--- src/rtl/iodelay_cal.sv ---
// Input-delay calibration: sweeps every tap of an external delay line, finds the
// widest contiguous window where the lane matches the training pattern, and parks in its centre.
module iodelay_cal #(
   parameter int P_DATA_NBIT  = 1,
   parameter int P_DELAY_NBIT = 5,
   parameter int P_SETTLE     = 8,
   parameter int P_CHECK      = 64
) (
   input  logic                    clk,
   input  logic                    rst,
   input  logic                    in_start,
   input  logic [P_DATA_NBIT-1:0]  in_pattern,
   input  logic [P_DATA_NBIT-1:0]  in_dio,
   output logic [P_DELAY_NBIT-1:0] out_delay,
   output logic                    out_delay_we,
   output logic                    out_busy,
   output logic                    out_done,
   output logic                    out_fail,
   output logic [P_DELAY_NBIT-1:0] out_win_start,
   output logic [P_DELAY_NBIT:0]   out_win_len
);

   localparam int CNT_NBIT = $clog2(P_SETTLE + P_CHECK + 3);

   localparam logic [CNT_NBIT-1:0]     CNT_ONE     = CNT_NBIT'(1);
   localparam logic [CNT_NBIT-1:0]     CNT_STROBE  = CNT_NBIT'(2);
   localparam logic [CNT_NBIT-1:0]     CNT_WR_END  = CNT_NBIT'(1);
   localparam logic [CNT_NBIT-1:0]     CNT_SET_END = CNT_NBIT'(P_SETTLE - 1);
   localparam logic [CNT_NBIT-1:0]     CNT_CHK_END = CNT_NBIT'(P_CHECK - 1);
   localparam logic [CNT_NBIT-1:0]     CNT_APP_END = CNT_NBIT'(P_SETTLE + 1);
   localparam logic [P_DELAY_NBIT-1:0] TAP_ONE     = P_DELAY_NBIT'(1);
   localparam logic [P_DELAY_NBIT-1:0] TAP_LAST    = {P_DELAY_NBIT{1'b1}};
   localparam logic [P_DELAY_NBIT:0]   LEN_ONE     = (P_DELAY_NBIT + 1)'(1);

   typedef enum logic [2:0] {
      S_IDLE,
      S_WRITE,
      S_SETTLE,
      S_CHECK,
      S_NEXT,
      S_APPLY,
      S_DONE
   } state_t;

   state_t                  state_q,      state_d;
   logic [CNT_NBIT-1:0]     cnt_q,        cnt_d;
   logic [P_DELAY_NBIT-1:0] tap_q,        tap_d;
   logic [P_DELAY_NBIT-1:0] delay_q,      delay_d;
   logic [P_DELAY_NBIT-1:0] restore_q,    restore_d;
   logic                    bad_q,        bad_d;
   logic [P_DELAY_NBIT:0]   run_len_q,    run_len_d;
   logic [P_DELAY_NBIT-1:0] run_start_q,  run_start_d;
   logic [P_DELAY_NBIT:0]   best_len_q,   best_len_d;
   logic [P_DELAY_NBIT-1:0] best_start_q, best_start_d;
   logic                    fail_q,       fail_d;
   logic [P_DELAY_NBIT-1:0] win_start_q,  win_start_d;
   logic [P_DELAY_NBIT:0]   win_len_q,    win_len_d;
   logic [P_DELAY_NBIT:0]   final_sum;

   always_ff @(posedge clk or posedge rst) begin
      if (rst) begin
         state_q      <= S_IDLE;
         cnt_q        <= '0;
         tap_q        <= '0;
         delay_q      <= '0;
         restore_q    <= '0;
         bad_q        <= 1'b0;
         run_len_q    <= '0;
         run_start_q  <= '0;
         best_len_q   <= '0;
         best_start_q <= '0;
         fail_q       <= 1'b0;
         win_start_q  <= '0;
         win_len_q    <= '0;
      end else begin
         state_q      <= state_d;
         cnt_q        <= cnt_d;
         tap_q        <= tap_d;
         delay_q      <= delay_d;
         restore_q    <= restore_d;
         bad_q        <= bad_d;
         run_len_q    <= run_len_d;
         run_start_q  <= run_start_d;
         best_len_q   <= best_len_d;
         best_start_q <= best_start_d;
         fail_q       <= fail_d;
         win_start_q  <= win_start_d;
         win_len_q    <= win_len_d;
      end
   end

   always_comb begin
      state_d      = state_q;
      cnt_d        = cnt_q;
      tap_d        = tap_q;
      delay_d      = delay_q;
      restore_d    = restore_q;
      bad_d        = bad_q;
      run_len_d    = run_len_q;
      run_start_d  = run_start_q;
      best_len_d   = best_len_q;
      best_start_d = best_start_q;
      fail_d       = fail_q;
      win_start_d  = win_start_q;
      win_len_d    = win_len_q;
      final_sum    = '0;

      unique case (state_q)
         S_IDLE: begin
            if (in_start) begin
               state_d      = S_WRITE;
               cnt_d        = '0;
               tap_d        = '0;
               delay_d      = '0;
               restore_d    = delay_q;
               run_len_d    = '0;
               run_start_d  = '0;
               best_len_d   = '0;
               best_start_d = '0;
            end
         end
         S_WRITE: begin
            cnt_d = cnt_q + CNT_ONE;
            if (cnt_q == CNT_WR_END) begin
               state_d = S_SETTLE;
               cnt_d   = '0;
            end
         end
         S_SETTLE: begin
            cnt_d = cnt_q + CNT_ONE;
            bad_d = 1'b0;
            if (cnt_q == CNT_SET_END) begin
               state_d = S_CHECK;
               cnt_d   = '0;
            end
         end
         S_CHECK: begin
            cnt_d = cnt_q + CNT_ONE;
            bad_d = bad_q | (in_dio != in_pattern);
            if (cnt_q == CNT_CHK_END) begin
               state_d = S_NEXT;
               cnt_d   = '0;
            end
         end
         S_NEXT: begin
            // NOTE: the run/best updates below read earlier _d assignments of this same
            // block, so the whole window bookkeeping settles within the one NEXT cycle.
            if (!bad_q) begin
               run_len_d = run_len_q + LEN_ONE;
               if (run_len_q == '0) run_start_d = tap_q;
            end
            if (bad_q || (tap_q == TAP_LAST)) begin
               if (run_len_d > best_len_q) begin
                  best_len_d   = run_len_d;
                  best_start_d = run_start_d;
               end
               run_len_d = '0;
            end
            if (tap_q == TAP_LAST) begin
               state_d   = S_APPLY;
               final_sum = {1'b0, best_start_d} + ((best_len_d - LEN_ONE) >> 1);
               delay_d   = (best_len_d == '0) ? restore_q : final_sum[P_DELAY_NBIT-1:0];
            end else begin
               state_d = S_WRITE;
               tap_d   = tap_q + TAP_ONE;
               delay_d = tap_q + TAP_ONE;
            end
         end
         S_APPLY: begin
            cnt_d = cnt_q + CNT_ONE;
            if (cnt_q == CNT_APP_END) begin
               state_d     = S_DONE;
               cnt_d       = '0;
               win_start_d = best_start_q;
               win_len_d   = best_len_q;
               fail_d      = (best_len_q == '0);
            end
         end
         S_DONE: state_d = S_IDLE;
         default: state_d = S_IDLE;
      endcase
   end

   // Strobe and status are decoded from the registered state, so they clear with rst too.
   assign out_delay     = delay_q;
   assign out_delay_we  = (state_q == S_WRITE) || ((state_q == S_APPLY) && (cnt_q < CNT_STROBE));
   assign out_busy      = (state_q != S_IDLE);
   assign out_done      = (state_q == S_DONE);
   assign out_fail      = fail_q;
   assign out_win_start = win_start_q;
   assign out_win_len   = win_len_q;

endmodule

--- config.mk ---
export PLATFORM = sky130hd
export DESIGN_NAME = iodelay_cal
export DESIGN_NICKNAME = d
export VERILOG_FILES = /design/src/rtl/iodelay_cal.sv
export SDC_FILE = /design/constraint.sdc
export NUM_CORES = 1
export LEC_CHECK = 0
export CAP_MARGIN = 20
export CORE_MARGIN = 1
export CORE_UTILIZATION = 35
export CTS_CLUSTER_DIAMETER = 100
export DETAILED_ROUTE_END_ITERATION = 12
export DONT_BUFFER_PORTS = 1
export PLACE_DENSITY = 0.5
export SKIP_LAST_GASP = 1
export SLEW_MARGIN = 20
export SYNTH_ARGS = -nofsm -noshare
export SYNTH_HDL_FRONTEND = slang
export SYNTH_SLANG_ARGS = --single-unit
--- constraint.sdc ---
create_clock -name clk -period 5.1 [get_ports clk]
set_input_delay 0.255 -clock clk [delete_from_list [all_inputs] [get_ports clk]]
set_output_delay 0.255 -clock clk [all_outputs]
set_load 0.05 [all_outputs]
---- After elaboration in Yosys (flattened, before gate mapping) ----
Index checks and enable logic that the tools add are counted.
storage, ports and cells
  bits of input ports ..................... 5
  bits in latches ......................... 0
  memories kept ........................... 0
  memory bits (writable) .................. 0
  flip-flop bits (word level) ............. 60
  logic and storage cells ................. 92
  output and inout bits ................... 20
  memory bits (read-only) ................. 0
cells by class
  order comparisons ....................... 2
  bitwise gates (word level) .............. 1
  multiplexer cells ....................... 36
  reduce and logical (&&, ||, !) cells .... 17
  $add $sub $neg .......................... 5
  shift-type cells ........................ 0
  $mul .................................... 0
  equality and inequality tests ........... 18
  div/mod/pow operators ................... 0
operators by type and width
  cell                                                                          number
  5-bit two-way mux                                                             9
  6-bit two-way mux                                                             7
  5-bit case mux with 2 select lines                                            4
  7-bit two-way mux                                                             5
  7-bit case mux with 5 select lines                                            1
  6-bit case mux with 2 select lines                                            2
  6-bit zero test                                                               3
  3-bit two-way mux                                                             6
  3-bit case mux with 6 select lines                                            1
  2-bit inequality test, second input constant                                  6
  3-bit == test, second input constant                                          3
  2-bit AND reduction                                                           4
  7-bit by 1-bit adder with 7-bit output, second input constant                 1
  7-bit by 1-bit == test with 1-bit output, second input constant               1
  7-bit by 3-bit == test with 1-bit output, second input constant               1
  7-bit by 4-bit == test with 1-bit output, second input constant               1
  7-bit by 6-bit == test with 1-bit output, second input constant               1
  7-bit by 2-bit less-than comparator with 1-bit output, second input constant  1
  6-bit by 1-bit adder with 6-bit output, second input constant                 1
  3-bit by 2-bit == test with 1-bit output, second input constant               2
  6-bit greater-than comparator                                                 1
  6-bit by 1-bit subtractor with 6-bit output, second input constant            1
  5-bit by 1-bit adder with 5-bit output, second input constant                 1
  5-bit adder                                                                   1
  other kinds (13)                                                              15

---- Longest topological paths before layout ----
Gate-level depths: netlist of the first run.
  depth after elaboration ................. 12
  mapped depth ............................ 22
  mapped depth without buffers ............ 20

---- Worst setup path before layout of the first run ----
No wires, ideal clock.
  path type ............................... reg2reg
  start ................................... register run_len_q[0]
  end ..................................... register delay_q[4] (netlist: out_delay[4])
  cell stages (with the launch flop) ...... 23
  buffers on the path ..................... 2
  setup time .............................. 82 ps
  data required time ...................... 5018 ps
  setup slack ............................. 1138 ps
  period minus slack after synthesis ...... 3962 ps
  arrival time ............................ 3880 ps
  cell sequence ........................... dfrtp_1 inv_1 ha_1 nor2b_1 a21oi_1 inv_1 ha_1 nor2b_1 o21bai_4 a31oi_4 buf_6 buf_2 nand2_1 o21ai_0 ha_1 inv_1 fa_1 inv_1 a21o_1 a21oi_1 xnor2_1 o221a_1 a22oi_2
between the ends
  longest elaborated chain between the ends .. 12
  elaborated cells between the ends (all ways) .. 19
  those cells by class .................... add/sub: 3; order compare: 1; mux: 13; reduce/logical: 2
ends and longest elaborated chain
  what                                         RTL line  RTL
  from (decl)                                  51        logic [P_DELAY_NBIT:0] run_len_q, run_len_d;
  from (signal assigned)                       82        run_len_q <= run_len_d;
  6-bit by 1-bit adder with 6-bit output       149       run_len_d = run_len_q + LEN_ONE;
  6-bit two-way mux                            148       if (!bad_q) begin
  6-bit two-way mux                            108       unique case (state_q)
  6-bit greater-than comparator                153       if (run_len_d > best_len_q) begin
  6-bit two-way mux                            153
  6-bit two-way mux                            152       if (bad_q || (tap_q == TAP_LAST)) begin
  6-bit two-way mux                            108
  6-bit by 1-bit subtractor with 6-bit output  161       final_sum = {1'b0, best_start_d} + ((best_len_d - LEN_ONE) >> 1);
  5-bit adder                                  161
  5-bit two-way mux (*)                        162       delay_d = (best_len_d == '0) ? restore_q : final_sum[P_DELAY_NBIT-1:0];
  5-bit two-way mux (*)                        159       if (tap_q == TAP_LAST) begin
  5-bit case mux with 2 select lines (*)       108
  to (signal assigned)                         79        delay_q <= delay_d;
  to (decl)                                    48        logic [P_DELAY_NBIT-1:0] delay_q, delay_d;
Every way passes the cells marked *; elsewhere a longest branch is shown, timed or not. The select of a mux whose other input is x is not followed.
A chain may end at the register's enable or synchronous reset.

---- Worst setup path after layout of the first run ----
Ends and elaborated chain as after synthesis.

==> flow_metrics.tcl, run 1 <==
set metrics [dict create \
    dieArea_sq_um 10700 \
    synth_seq_cells 60 \
    synth_top_area_share 0.416 \
    ctsHoldBuffers 0 \
    maxCapViolations 0 \
    yosys.cell_count.top_type "dfrtp_1" \
    fin_crit_ns 4.41 \
    start_kind "register" \
    combPwrFrac 0.015 \
    p_clk_frac 0.443 \
    synth-edff-count 0 \
    yosysSeqAreaShare 0.416 \
    drt-pass1-iter-count 6 \
    syn_nets 385 \
    grt_max_degree 61 \
    synth_top_family_by_area "simple AND/OR/NAND/NOR gates" \
    crit_chain "inv_1, ha_1, nor2b_1, a21oi_1, inv_1, ha_1, nor2b_1, o21bai_4, a31oi_4, nor2_1, a21oi_1, ha_1, inv_1, fa_1, inv_1, a21o_1, a21oi_1, xnor2_1, o221a_1, a22oi_2" \
    setup_violations 0 \
    p_leak_uw 0.00179 \
    synth.cell_area_sq_um 3610 \
    drive_gt1_frac 0.161 \
    clk_latency_ns 0.33 \
    num_vias 2606 \
    first_global_vias 2620 \
    post_cts_buffers 0 \
    p_sw_frac 0.218 \
    synthMuxAreaShare 0.0908 \
    fmax_ghz 0.227 \
    hpwl_mm 5.78 \
    ant_nets 0 \
    synthAdderAreaFrac 0.0610 \
    ios 25 \
    gp_congestion 0.795 \
    async_flop_share 1.00 \
    slowest_delay_ns 0.57 \
    cts_tree "built" \
    crit_arrival_ns 4.61 \
    finalPower_uw 878 \
    num_rows 36 \
    finalWirelength_mm 8.11 \
    wl_per_cell_um 16.3 \
    max-clock-path-buffers 2 \
    track_usage 0.167 \
    antenna_found_initial 0 \
    synth_common_cells "dfrtp_1, nand2_1, o21ai_0, nor2_1, inv_1" \
    critical_path_class "register to register" \
    hold_class "primary input to async pin" \
    die_x_um 104 \
    drcViolationCount 0 \
    dieHeight_um 104 \
    path_clk_slew_ns 0.07 \
    finalMaxSlewViolations 0 \
    nets 385 \
    layoutNonFillerInstCount 499 \
    placement.io_buffers 0 \
    synthFlopType "dfrtp_1" \
    dp.cells 485 \
    crit_fanout 22 \
    required_ns 5.30 \
    finalHoldViolations 0 \
    start_util 0.366 \
    fin_worst_skew_ns 0.00579 \
    drtIter0Drc 81 \
    cts-resized-gates 0 \
    ir_drop_v 0.000101 \
    min_period_over_period 0.864 \
    avgSynthCellArea_sq_um 9.94 \
    grt_pass1_wl_mm 14.0 \
    finalSetupTns_ns 0 \
    worst_path_most_repeated_cell "inv_1" \
    cts_buffers 9 \
    p_int_uw 687 \
    gr-total-overflow 0 \
    synthCells 363 \
    antenna_cells 0 \
    synth-xor-area-share 0.0482 \
    clock-sinks 60 \
    worstSetupEndpointType "register" \
    tightest_slew_ns 0.925 \
    ctsRootBufferMaster "clkbuf_8" \
    r2r_slack_ns 0.69 \
    yosysUniqueCellTypes 62 \
    seqPwrFrac 0.543 \
    viasPerCell 5.22 \
    p_switching_uw 191 \
    slowest_stage "a31oi_4" \
    core_sq_um 9860 \
    synth-simple-area-share 0.171 \
    power_density_nw_per_um2 225 \
    status "complete, no violations" \
    rsz0062_at_grt "no" \
    slew_headroom 0.381 \
    synthTopCellsByArea "dfrtp_1, ha_1, mux2_2" \
    netlist.top_cell.by_area "dfrtp_1" \
    syn_to_final_growth_pct 8.18 \
    synth_compound_area_frac 0.169 \
    hold_slack_ns 0.0216 \
    ys_warn_count 0 \
    htree_levels 3 \
]
-- routing by layer --
layer | GRT usage | wire length, um | up-vias
met5 | 0 | 0 | -
met4 | 0.0580 | 95 | 0
met3 | 0.0390 | 321 | 10
met2 | 0.250 | 3690 | 47
met1 | 0.234 | 4000 | 1271
li1 | - | - | 1278
-- worst paths after layout --
path	from	endpoint	depth (start not counted)
worst max-delay path	run_len_q[0]$_DFFE_PP0P_	out_delay[4]$_DFFE_PP0P_	20
worst min-delay path	rst	run_len_q[5]$_DFFE_PP0P_	2
worst max register to register	run_len_q[0]$_DFFE_PP0P_	out_delay[4]$_DFFE_PP0P_	20
worst min register to register	restore_q[2]$_DFFE_PP0P_	restore_q[2]$_DFFE_PP0P_	1
max in group asynchronous	rst	out_delay[4]$_DFFE_PP0P_	2
min in group clk	in_dio	bad_q$_DFFE_PP0P_	3
-- registers in the layout, indices dropped and copies added, names as in the netlist --
signal,count
out_delay,5
out_win_start,5
tap_q,5
run_start_q,5
best_start_q,5
cnt_q,7
bad_q,1
state_q,3
restore_q,5
out_fail,1
best_len_q,6
out_win_len,6
run_len_q,6
-- worst max-delay path, delay by kind of cell (launching register included) --
kind,cells,cell delay [ns]
compound gates,8,1.62
fa+ha+maj,4,1.20
flops,1,0.51
simple gates,3,0.45
buf+inv,4,0.29
xor+xnor,1,0.21
-- cell families (layout without fill, tap and decap cells) --
group                    Yosys count  count (layout)
XOR/XNOR                          16              16
buffers and inverters             36              39
flip-flops                        60              60
adder cells (fa/ha/maj)           17              17
AND/OR/NAND/NOR                  115             115
AO/OA/AOI/OAI                     90              90
multiplexers                      29              29
-- power by group through the flow --
stage	Combinational, uW	Clock [uW]	Sequential [uW]
2_1_floorplan	10.0	0	485
3_3_place_gp	13.9	0	486
5_1_grt	15.8	425	476
4_1_cts	14.0	405	476
6_report	12.8	389	477
3_5_place_dp	13.9	0	485
-- cell usage in the layout (no fill, tap or decap), drive strengths merged, types with 2 or more instances in the layout --
| cell type | netlist | final |
|---|---|---|
| o21ai | 34 | 34 |
| xnor2 | 10 | 10 |
| buf | 6 | 2 |
| nor2b | 7 | 7 |
| or3 | 2 | 2 |
| o211ai | 2 | 2 |
| nor4 | 4 | 4 |
| xor2 | 6 | 6 |
| and2 | 4 | 4 |
| nand2 | 39 | 39 |
| a22oi | 5 | 5 |
| nand3 | 11 | 11 |
| a21oi | 16 | 16 |
| mux2i | 12 | 12 |
| clkinv | 0 | 2 |
| nor3 | 9 | 9 |
| nor2 | 25 | 25 |
| inv | 23 | 23 |
| a31oi | 2 | 2 |
| nand2b | 3 | 3 |
| dfrtp | 60 | 60 |
| o221a | 2 | 2 |
| a21o | 5 | 5 |
| ha | 16 | 16 |
| clkbuf | 7 | 12 |
| nand4b | 2 | 2 |
| and3 | 3 | 3 |
| o22ai | 5 | 5 |
| nand3b | 3 | 3 |
| a22o | 7 | 7 |
| o31ai | 5 | 5 |
| mux2 | 17 | 17 |
-- area by class of cell --
type	count	area, sq um
multi-input combinational	267	1960
clock buffer	12	165
tap	133	166
fill	975	5960
clock inverter	2	10.0
sequential	60	1500
timing repair buffer	2	15.0
inverter	23	86.3
-- stage by stage --
stage / utilization / cell area [sq um] / setup slack (ns)
after floorplan: - / 3610 / 1.14
final: 0.396 / 3900 / 0.694
after detailed placement: 0.378 / 3730 / 0.772
after global routing: 0.396 / 3900 / 0.311
after CTS: 0.396 / 3900 / 0.744
after global placement: 0.377 / 3720 / 0.887
Note: power is estimated with default switching activity, not from simulation.
==> inputs of run 2 (changes only) <==
Settings changed: CELL_PAD_IN_SITES_DETAIL_PLACEMENT set to 1, CELL_PAD_IN_SITES_GLOBAL_PLACEMENT set to 1, PLACE_DENSITY 0.5 to 0.6.
==> run 2 against run 1 <==
  * Cell count is 0.60% higher
  * Utilization rose by 0.29 points
  * Sequential share of layout area is 0.28 points lower
  * Critical path type unchanged
==> flow_metrics.tcl, run 2 (same netlist as run 1, synthesis figures left out) <==
set metrics [dict create \
    max-clock-path-buffers 2 \
    post_cts_buffers 0 \
    ios 25 \
    p_switching_uw 214 \
    finalMaxSlewViolations 0 \
    dieArea_sq_um 10700 \
    num_rows 36 \
    ir_drop_v 0.000115 \
    slowest_delay_ns 0.60 \
    start_kind "register" \
    seqPwrFrac 0.506 \
    crit_family "compound AO/OA/AOI/OAI gates" \
    p_leak_uw 0.00178 \
    largest_reg_flops 7 \
    htree_levels 3 \
    reg2reg_from "run_len_q[0]$_DFFE_PP0P_" \
    tightest_slew_ns 0.910 \
    num_vias 2612 \
    finalSetupTns_ns 0 \
    startpoint "run_len_q[0]$_DFFE_PP0P_" \
    grt_pass1_wl_mm 15.2 \
    crit_chain "inv_1, ha_1, nor2b_1, a21oi_1, inv_1, ha_1, nor2b_1, o21bai_4, a31oi_4, nor2_1, a21oi_1, ha_1, inv_1, fa_1, inv_1, a21o_1, a21oi_1, xnor2_1, o221a_1, a22oi_2" \
    finalHoldViolations 0 \
    cts-resized-gates 0 \
    status "complete, no violations" \
    setup_violations 0 \
    maxCapViolations 0 \
    worst_path_most_repeated_cell "inv_1" \
    fin_crit_ns 4.53 \
    hpwl_mm 6.45 \
    first_global_vias 2800 \
    hold_class "primary input to async pin" \
    final_core_util 0.399 \
    crit_fanout 22 \
    syn_to_final_growth_pct 8.98 \
    combPwrFrac 0.014 \
    cts_buffers 9 \
    core_sq_um 9860 \
    start_util 0.366 \
    ctsRootBufferMaster "clkbuf_8" \
    min_period_over_period 0.889 \
    gr-total-overflow 0 \
    nets 386 \
    antenna_found_initial 0 \
    fmax_ghz 0.221 \
    slew_headroom 0.391 \
    dieHeight_um 104 \
    crit_arrival_ns 4.75 \
    final_common_cell "dfrtp_1" \
    clock-sinks 60 \
    critical_path_class "register to register" \
    finalWirelength_mm 9.00 \
    worstSetupEndpointType "register" \
    grt_max_degree 61 \
    reg2reg_to "out_delay[4]$_DFFE_PP0P_" \
    p_sw_frac 0.227 \
    cp_num_buf_inv 4 \
    gp_congestion 0.786 \
    layoutNonFillerInstCount 502 \
    placement.io_buffers 0 \
    cts_tree "built" \
    regMostFlops "cnt_q" \
    finalWorstSetupSlack_ns 0.568 \
    finalPower_uw 942 \
    ant_nets 0 \
    reg2regPathDepth 20 \
    antenna_cells 0 \
    wl_per_cell_um 17.9 \
    drt-pass1-iter-count 4 \
    die_x_um 104 \
    rsz0062_at_grt "no" \
    final_cell_mix "dfrtp_1, nand2_1, o21ai_0, nor2_1, inv_1" \
    drive_gt1_frac 0.165 \
    p_clk_frac 0.480 \
    preCtsSetupSlack_ns 0.610 \
    required_ns 5.31 \
    track_usage 0.182 \
    clk_latency_ns 0.35 \
    drcViolationCount 0 \
    fin_worst_skew_ns 0.0140 \
    drtIter0Drc 52 \
    r2r_slack_ns 0.57 \
    viasPerCell 5.20 \
    dp.cells 486 \
    ctsHoldBuffers 0 \
    slowest_stage "a31oi_4" \
    p_int_uw 729 \
    path_clk_slew_ns 0.07 \
    power_density_nw_per_um2 240 \
]
## run 2: changes by cell type in the layout (fill, tap and decap cells not counted), sizes merged
| cell | before | now |
|---|---|---|
| bufinv | 0 | 1 |
| buf | 2 | 3 |
| clkinvlp | 0 | 1 |
## run 2: routing by layer
layer,up-vias,GRT usage,part of all wire
met3,10,0.0258,0.018
met1,1296,0.254,0.52
met4,0,0.0745,0.015
li1,1282,-,-
met5,-,0,0
met2,24,0.282,0.45
## run 2: stage by stage
stage / hold slack, ns / area [sq um]
floorplan: 0.467 / 3610
global placement: 0.426 / 3720
detailed placement: 0.436 / 3730
CTS: 0.0502 / 3930
global route: 0.115 / 3930
finish: 0.0263 / 3930
## run 2: worst register-to-register path, delay by kind of cell (launching register included)
| family | cells | cell delay [ns] |
|---|---|---|
| compound gates | 8 | 1.66 |
| fa+ha+maj | 4 | 1.24 |
| flops | 1 | 0.53 |
| simple gates | 3 | 0.48 |
| buf+inv | 4 | 0.29 |
| xor+xnor | 1 | 0.20 |
## run 2: final cells by class
cell class / instances / area (sq um)
Sequential cell: 60 / 1500
Inverter: 23 / 86.3
Multi-Input combinational cell: 267 / 1950
Fill cell: 1139 / 5930
Clock buffer: 12 / 155
Tap cell: 133 / 166
Clock inverter: 4 / 47.5
Timing Repair Buffer: 3 / 22.5
## run 2: worst max-delay path by stage
| stage | endpoint | slack (ns) | cells past startpoint |
|---|---|---|---|
| 2_1_floorplan | out_delay[4]$_DFFE_PP0P_ | 1.14 | 22 |
| 3_3_place_gp | out_delay[4]$_DFFE_PP0P_ | 0.87 | 20 |
| 3_5_place_dp | out_delay[4]$_DFFE_PP0P_ | 0.61 | 20 |
| 4_1_cts | out_delay[4]$_DFFE_PP0P_ | 0.55 | 20 |
| 5_1_grt | out_delay[4]$_DFFE_PP0P_ | 0.22 | 20 |
| 6_report | out_delay[4]$_DFFE_PP0P_ | 0.57 | 20 |
## run 2: power by group through the flow
stage               clock [uW]  combinational [uW]  sequential (uW)
floorplan                    0                10.0              485
global placement             0                14.0              486
detailed placement           0                14.3              486
CTS                        466                14.3              476
global route               484                16.0              476
finish                     453                13.2              476
